--- src/rtl/byte_joining_pkg.sv ---
// Shared types and helpers for the parametrised lane joiner.
// Width helpers let the top derive its index/count widths from LANES alone.
package byte_joining_pkg;

  typedef enum logic {
    IDLE = 1'b0,
    SEND = 1'b1
  } state_t;

  function automatic int unsigned sel_width(input int unsigned lanes);
    return $clog2(lanes);
  endfunction

  function automatic int unsigned cnt_width(input int unsigned lanes);
    return $clog2(lanes) + 1;
  endfunction

  // Zero or anything above the lane count means "all lanes".
  function automatic int unsigned clamp_lanes(input int unsigned req,
                                              input int unsigned lanes);
    return (req == 0 || req > lanes) ? lanes : req;
  endfunction

endpackage

--- src/rtl/lane_mux_n.sv ---
// LANES:1 combinational selector of WIDTH-bit symbols from a flat word.
module lane_mux_n #(
  parameter int LANES = 4,
  parameter int WIDTH = 8,
  parameter int SEL_W = $clog2(LANES)
) (
  input  logic [LANES*WIDTH-1:0] word,
  input  logic [SEL_W-1:0]       sel,
  output logic [WIDTH-1:0]       data
);

  // Out-of-range selects (non power-of-two LANES) yield zero.
  always_comb begin
    data = '0;
    for (int k = 0; k < LANES; k++)
      if (sel == SEL_W'(k)) data = word[k*WIDTH +: WIDTH];
  end

endmodule

--- src/rtl/byte_joining_param.sv ---
// Re-serialises LANES-wide words onto one WIDTH-bit stream with valid/ready
// on both sides, a runtime lane count and a one-word pending buffer.
module byte_joining_param
  import byte_joining_pkg::*;
#(
  parameter int LANES = 4,
  parameter int WIDTH = 8,
  parameter int SEL_W = sel_width(LANES),
  parameter int CNT_W = cnt_width(LANES)
) (
  input  logic                   clk,
  input  logic                   reset_L,
  input  logic [LANES*WIDTH-1:0] lanes_in,
  input  logic                   in_valid,
  output logic                   in_ready,
  input  logic [CNT_W-1:0]       active_lanes,
  output logic [WIDTH-1:0]       out_data,
  output logic                   out_valid,
  input  logic                   out_ready,
  output logic [SEL_W-1:0]       out_lane,
  output logic                   out_last
);

  state_t                 state, state_nx;
  logic [LANES*WIDTH-1:0] act_word, act_word_nx;
  logic [LANES*WIDTH-1:0] pend_word, pend_word_nx;
  logic [CNT_W-1:0]       n_act, n_act_nx;
  logic [CNT_W-1:0]       pend_n, pend_n_nx;
  logic [SEL_W-1:0]       ptr, ptr_nx;
  logic                   pend_full, pend_full_nx;

  logic [CNT_W-1:0]       n_in;
  logic                   in_hs, out_hs, done;

  assign n_in      = CNT_W'(clamp_lanes(32'(active_lanes), LANES));
  assign in_ready  = !pend_full;
  assign in_hs     = in_valid && in_ready;
  assign out_valid = (state == SEND);
  assign out_lane  = ptr;
  assign out_last  = (CNT_W'(ptr) == n_act - CNT_W'(1));
  assign out_hs    = out_valid && out_ready;
  assign done      = out_hs && out_last;

  lane_mux_n #(
    .LANES (LANES),
    .WIDTH (WIDTH),
    .SEL_W (SEL_W)
  ) u_mux (
    .word (act_word),
    .sel  (ptr),
    .data (out_data)
  );

  always_comb begin
    state_nx     = state;
    act_word_nx  = act_word;
    n_act_nx     = n_act;
    ptr_nx       = ptr;
    pend_word_nx = pend_word;
    pend_n_nx    = pend_n;
    pend_full_nx = pend_full;
    unique case (state)
      IDLE: begin
        if (in_hs) begin
          act_word_nx = lanes_in;
          n_act_nx    = n_in;
          ptr_nx      = '0;
          state_nx    = SEND;
        end
      end
      SEND: begin
        if (done) begin
          ptr_nx = '0;
          if (pend_full) begin
            act_word_nx  = pend_word;
            n_act_nx     = pend_n;
            pend_full_nx = 1'b0;
          end else if (in_hs) begin
            // Straight into ACTIVE so back-to-back words leave no gap.
            act_word_nx = lanes_in;
            n_act_nx    = n_in;
          end else begin
            state_nx = IDLE;
          end
        end else begin
          if (out_hs) ptr_nx = ptr + SEL_W'(1);
          if (in_hs) begin
            pend_word_nx = lanes_in;
            pend_n_nx    = n_in;
            pend_full_nx = 1'b1;
          end
        end
      end
      default: state_nx = IDLE;
    endcase
  end

  always_ff @(posedge clk or negedge reset_L) begin
    if (!reset_L) begin
      state     <= IDLE;
      act_word  <= '0;
      n_act     <= CNT_W'(LANES);
      ptr       <= '0;
      pend_word <= '0;
      pend_n    <= CNT_W'(LANES);
      pend_full <= 1'b0;
    end else begin
      state     <= state_nx;
      act_word  <= act_word_nx;
      n_act     <= n_act_nx;
      ptr       <= ptr_nx;
      pend_word <= pend_word_nx;
      pend_n    <= pend_n_nx;
      pend_full <= pend_full_nx;
    end
  end

endmodule

--- config.mk ---
export PLATFORM = sky130hd
export DESIGN_NAME = byte_joining_param
export DESIGN_NICKNAME = d
export VERILOG_FILES = /design/src/rtl/byte_joining_pkg.sv /design/src/rtl/lane_mux_n.sv /design/src/rtl/byte_joining_param.sv
export SDC_FILE = /design/constraint.sdc
export NUM_CORES = 1
export LEC_CHECK = 0
export CAP_MARGIN = 5
export CORE_MARGIN = 3
export CORE_UTILIZATION = 47
export DETAILED_ROUTE_END_ITERATION = 10
export GPL_TIMING_DRIVEN = 0
export HOLD_SLACK_MARGIN = 0.06
export PLACE_DENSITY = 0.79
export SLEW_MARGIN = 20
export SYNTH_ARGS = -nofsm -noshare
export SYNTH_HDL_FRONTEND = slang
export SYNTH_HIERARCHICAL = 1
export SYNTH_SLANG_ARGS = --single-unit
--- constraint.sdc ---
create_clock -name clk -period 5.4 [get_ports clk]
set_input_delay 0.81 -clock clk [delete_from_list [all_inputs] [get_ports clk]]
set_output_delay 0.81 -clock clk [all_outputs]
set_load 0.05 [all_outputs]
==> flow_summary.yaml <==
yosys:
  synth-edff-count: 0
  ys_ff_latch: 74
  ys_async_sr_fraction: 1.00
  synth_warnings: 6
  seq_area_frac_synth: 0.529
  ys.flop_type: "dfrtp_1"
  ys_types: 34
  synth_nets: 283
  syn_area_sq_um: 3510
  avgSynthCellArea_sq_um: 14.5
  synth_cells: 242
sta:
  maxSlewViolCount: 0
  fin_setup_tns_ns: 0
  fmax_mhz: 294
  period_share: 0.630
  rsz0062_at_grt: "no"
  setup_viol: 0
  fin_crit_ns: 3.40
  finalClockSkew_ns: 0.00911
  hold_viol_final: 0
  tightest_slew_ns: 0.534
  relSlewSlack: 0.644
  setup_slack_ns: 2.00
setup_path:
  ff2ff_setup_slack_ns: 3.16
  cp_data_arrival_time_ns: 2.59
  critPathRequiredTime_ns: 4.59
  r2r_cells: 8
  worst_setup_path_start_kind: "register"
  endpoint_kind: "output pin"
  regToRegStartpoint: "n_act[0]"
  critPathKind: "register to output pin"
  r2r_end: "pend_word[18]"
  worstPathMaxFanout: 5
finish:
  fin_nets: 346
  layout_common_cells: "72 x dfrtp_1, 50 x clkdlybuf4s50_1, 36 x o22ai_1"
  area_delta_synth_final_pct: 25.7
  drive_above_1_share: 0.345
  mostFrequentLayoutCell: "dfrtp_1"
  antenna_cells: 0
cts:
  numCtsBuffers: 9
  max-clock-path-buffers: 2
  cts_hold_buf: 0
  cts_tree: "yes"
  cts-root-buf: "clkbuf_8"
  cts_max_level: 3
  clk_latency_ns: 0.35
  cts_setup_buffers: 0
  cts_resized: 0
  clk_pin_slew_worst_paths_ns: 0.08
  cts_sinks: 74
die:
  initial_core_util: 0.500
  fp.dieH_microns: 92.4
  die_area_sq_um: 8530
  placeableCoreArea_sq_um: 7020
  num_rows: 30
  fp.dieW_microns: 92.4
  ios: 52
route:
  dr.pass1.iters: 4
  drc: 0
  via_count: 2368
  vias_per_cell: 5.83
  wl_per_cell_microns: 19.2
  wl_microns: 7800
  drt_iter0_drc: 128
  postRouteAntennaNets: 0
global_route:
  grt_use_total: 0.197
  grt_remaining_overflow: 0
  antenna_found_initial: 0
  grt_pass1_vias: 2478
  grt_first_pass_wirelength_microns: 12900
  grt_max_degree: 46
pwr:
  leakagePower_uw: 0.00190
  ir_drop_mv: 0.189
  power.density_nw_per_um2: 299
worst_hold_path:
  hold_path_class: "input pin to asynchronous set/reset pin"
placement:
  port_buffers: 51
  dp_hpwl_microns: 5440
  place_ws_ns: 2.39
  gp_congestion: 0.805
run_status:
  status: "completed"
flow_run:
  drv_cap: 0
per-layer routing:
metal  global-route usage  vias up  part of all wire
li1                     -     1064                 -
met1                0.260     1235              0.44
met2                0.317       59              0.50
met3               0.0593       10             0.042
met4               0.0545        0             0.016
met5                    0        -                 0
worst max-delay path by stage:
stage / start / end / slack (ns) / depth (start not counted)
4_1_cts: n_act[0] / out_last / 2.00 / 5
5_1_grt: n_act[0] / out_last / 1.86 / 5
3_3_place_gp: reset_L / pend_word[26] / 1.07 / 1
6_report: n_act[0] / out_last / 2.00 / 5
3_5_place_dp: n_act[0] / out_last / 2.39 / 5
2_1_floorplan: out_lane[1] / out_last / 2.46 / 2
kinds of logic (layout without fill, tap and decap cells):
logic type	Yosys count	count (layout)	synth area share
adders and majority gates	2	2	0.00713
and+or+nand+nor	12	12	0.0193
AOI/OAI and AO/OA	81	81	0.229
buffers and inverters	28	96	0.0482
DFF	74	74	0.529
muxes	42	42	0.161
xor gates and xnor gates	3	3	0.00749
where the power goes:
group	internal, uW	switching (uW)
Clock	332	204
Sequential	589	24.1
Combinational	85.6	81.3
stage by stage:
| stage | cell area (sq um) | hold slack, ns | power, uW | utilization | instances |
|---|---|---|---|---|---|
| after detailed placement | 4160 | 0.486 | 792 | 0.592 | 390 |
| after global placement | 4140 | 0.476 | 783 | 0.589 | 389 |
| after global routing | 4410 | 0.395 | 1370 | 0.628 | 406 |
| final | 4410 | 0.371 | 1320 | 0.628 | 406 |
| after CTS | 4410 | 0.379 | 1330 | 0.628 | 406 |
| after floorplan | 3510 | 0.465 | 716 | - | 242 |
Yosys cell counts, types with 2 or more instances:
master | count | share of area
dfstp_2 | 2 | 0.015
mux2_1 | 2 | 0.0064
xnor2_1 | 2 | 0.0050
nor2b_1 | 2 | 0.0036
a21oi_1 | 2 | 0.0029
mux2_2 | 32 | 0.10
dfrtp_1 | 72 | 0.51
a31oi_1 | 2 | 0.0036
o22ai_1 | 36 | 0.064
mux4_2 | 8 | 0.051
buf_2 | 5 | 0.0071
a2bb2oi_1 | 4 | 0.010
inv_1 | 6 | 0.0064
ha_1 | 2 | 0.0071
o21ai_0 | 3 | 0.0043
clkbuf_1 | 7 | 0.0075
a2bb2oi_2 | 30 | 0.13
buf_6 | 7 | 0.022
nand2_1 | 3 | 0.0032
worst max-delay path: stages, from the launching register on:
cell and delay, ns:
dfrtp_1 0.39, inv_1 0.06, ha_1 0.30, xnor2_1 0.16
nor3_1 0.45, clkdlybuf4s50_1 0.90
area by class of cell:
type / count / area [sq um]
buffer: 22 / 146
clock buffer: 12 / 155
clock inverter: 4 / 97.6
fill: 546 / 2610
inverter: 6 / 22.5
multi-input combinational: 140 / 1480
sequential: 74 / 1850
tap: 96 / 120
timing repair buffer: 52 / 528
flip-flops by register name, summed over array words and instances (netlist names):
register,count
act_word,32
pend_n,3
n_act,3
pend_full,1
out_lane,2
pend_word,32
out_valid,1
Power figures use the tool's default switching activity.
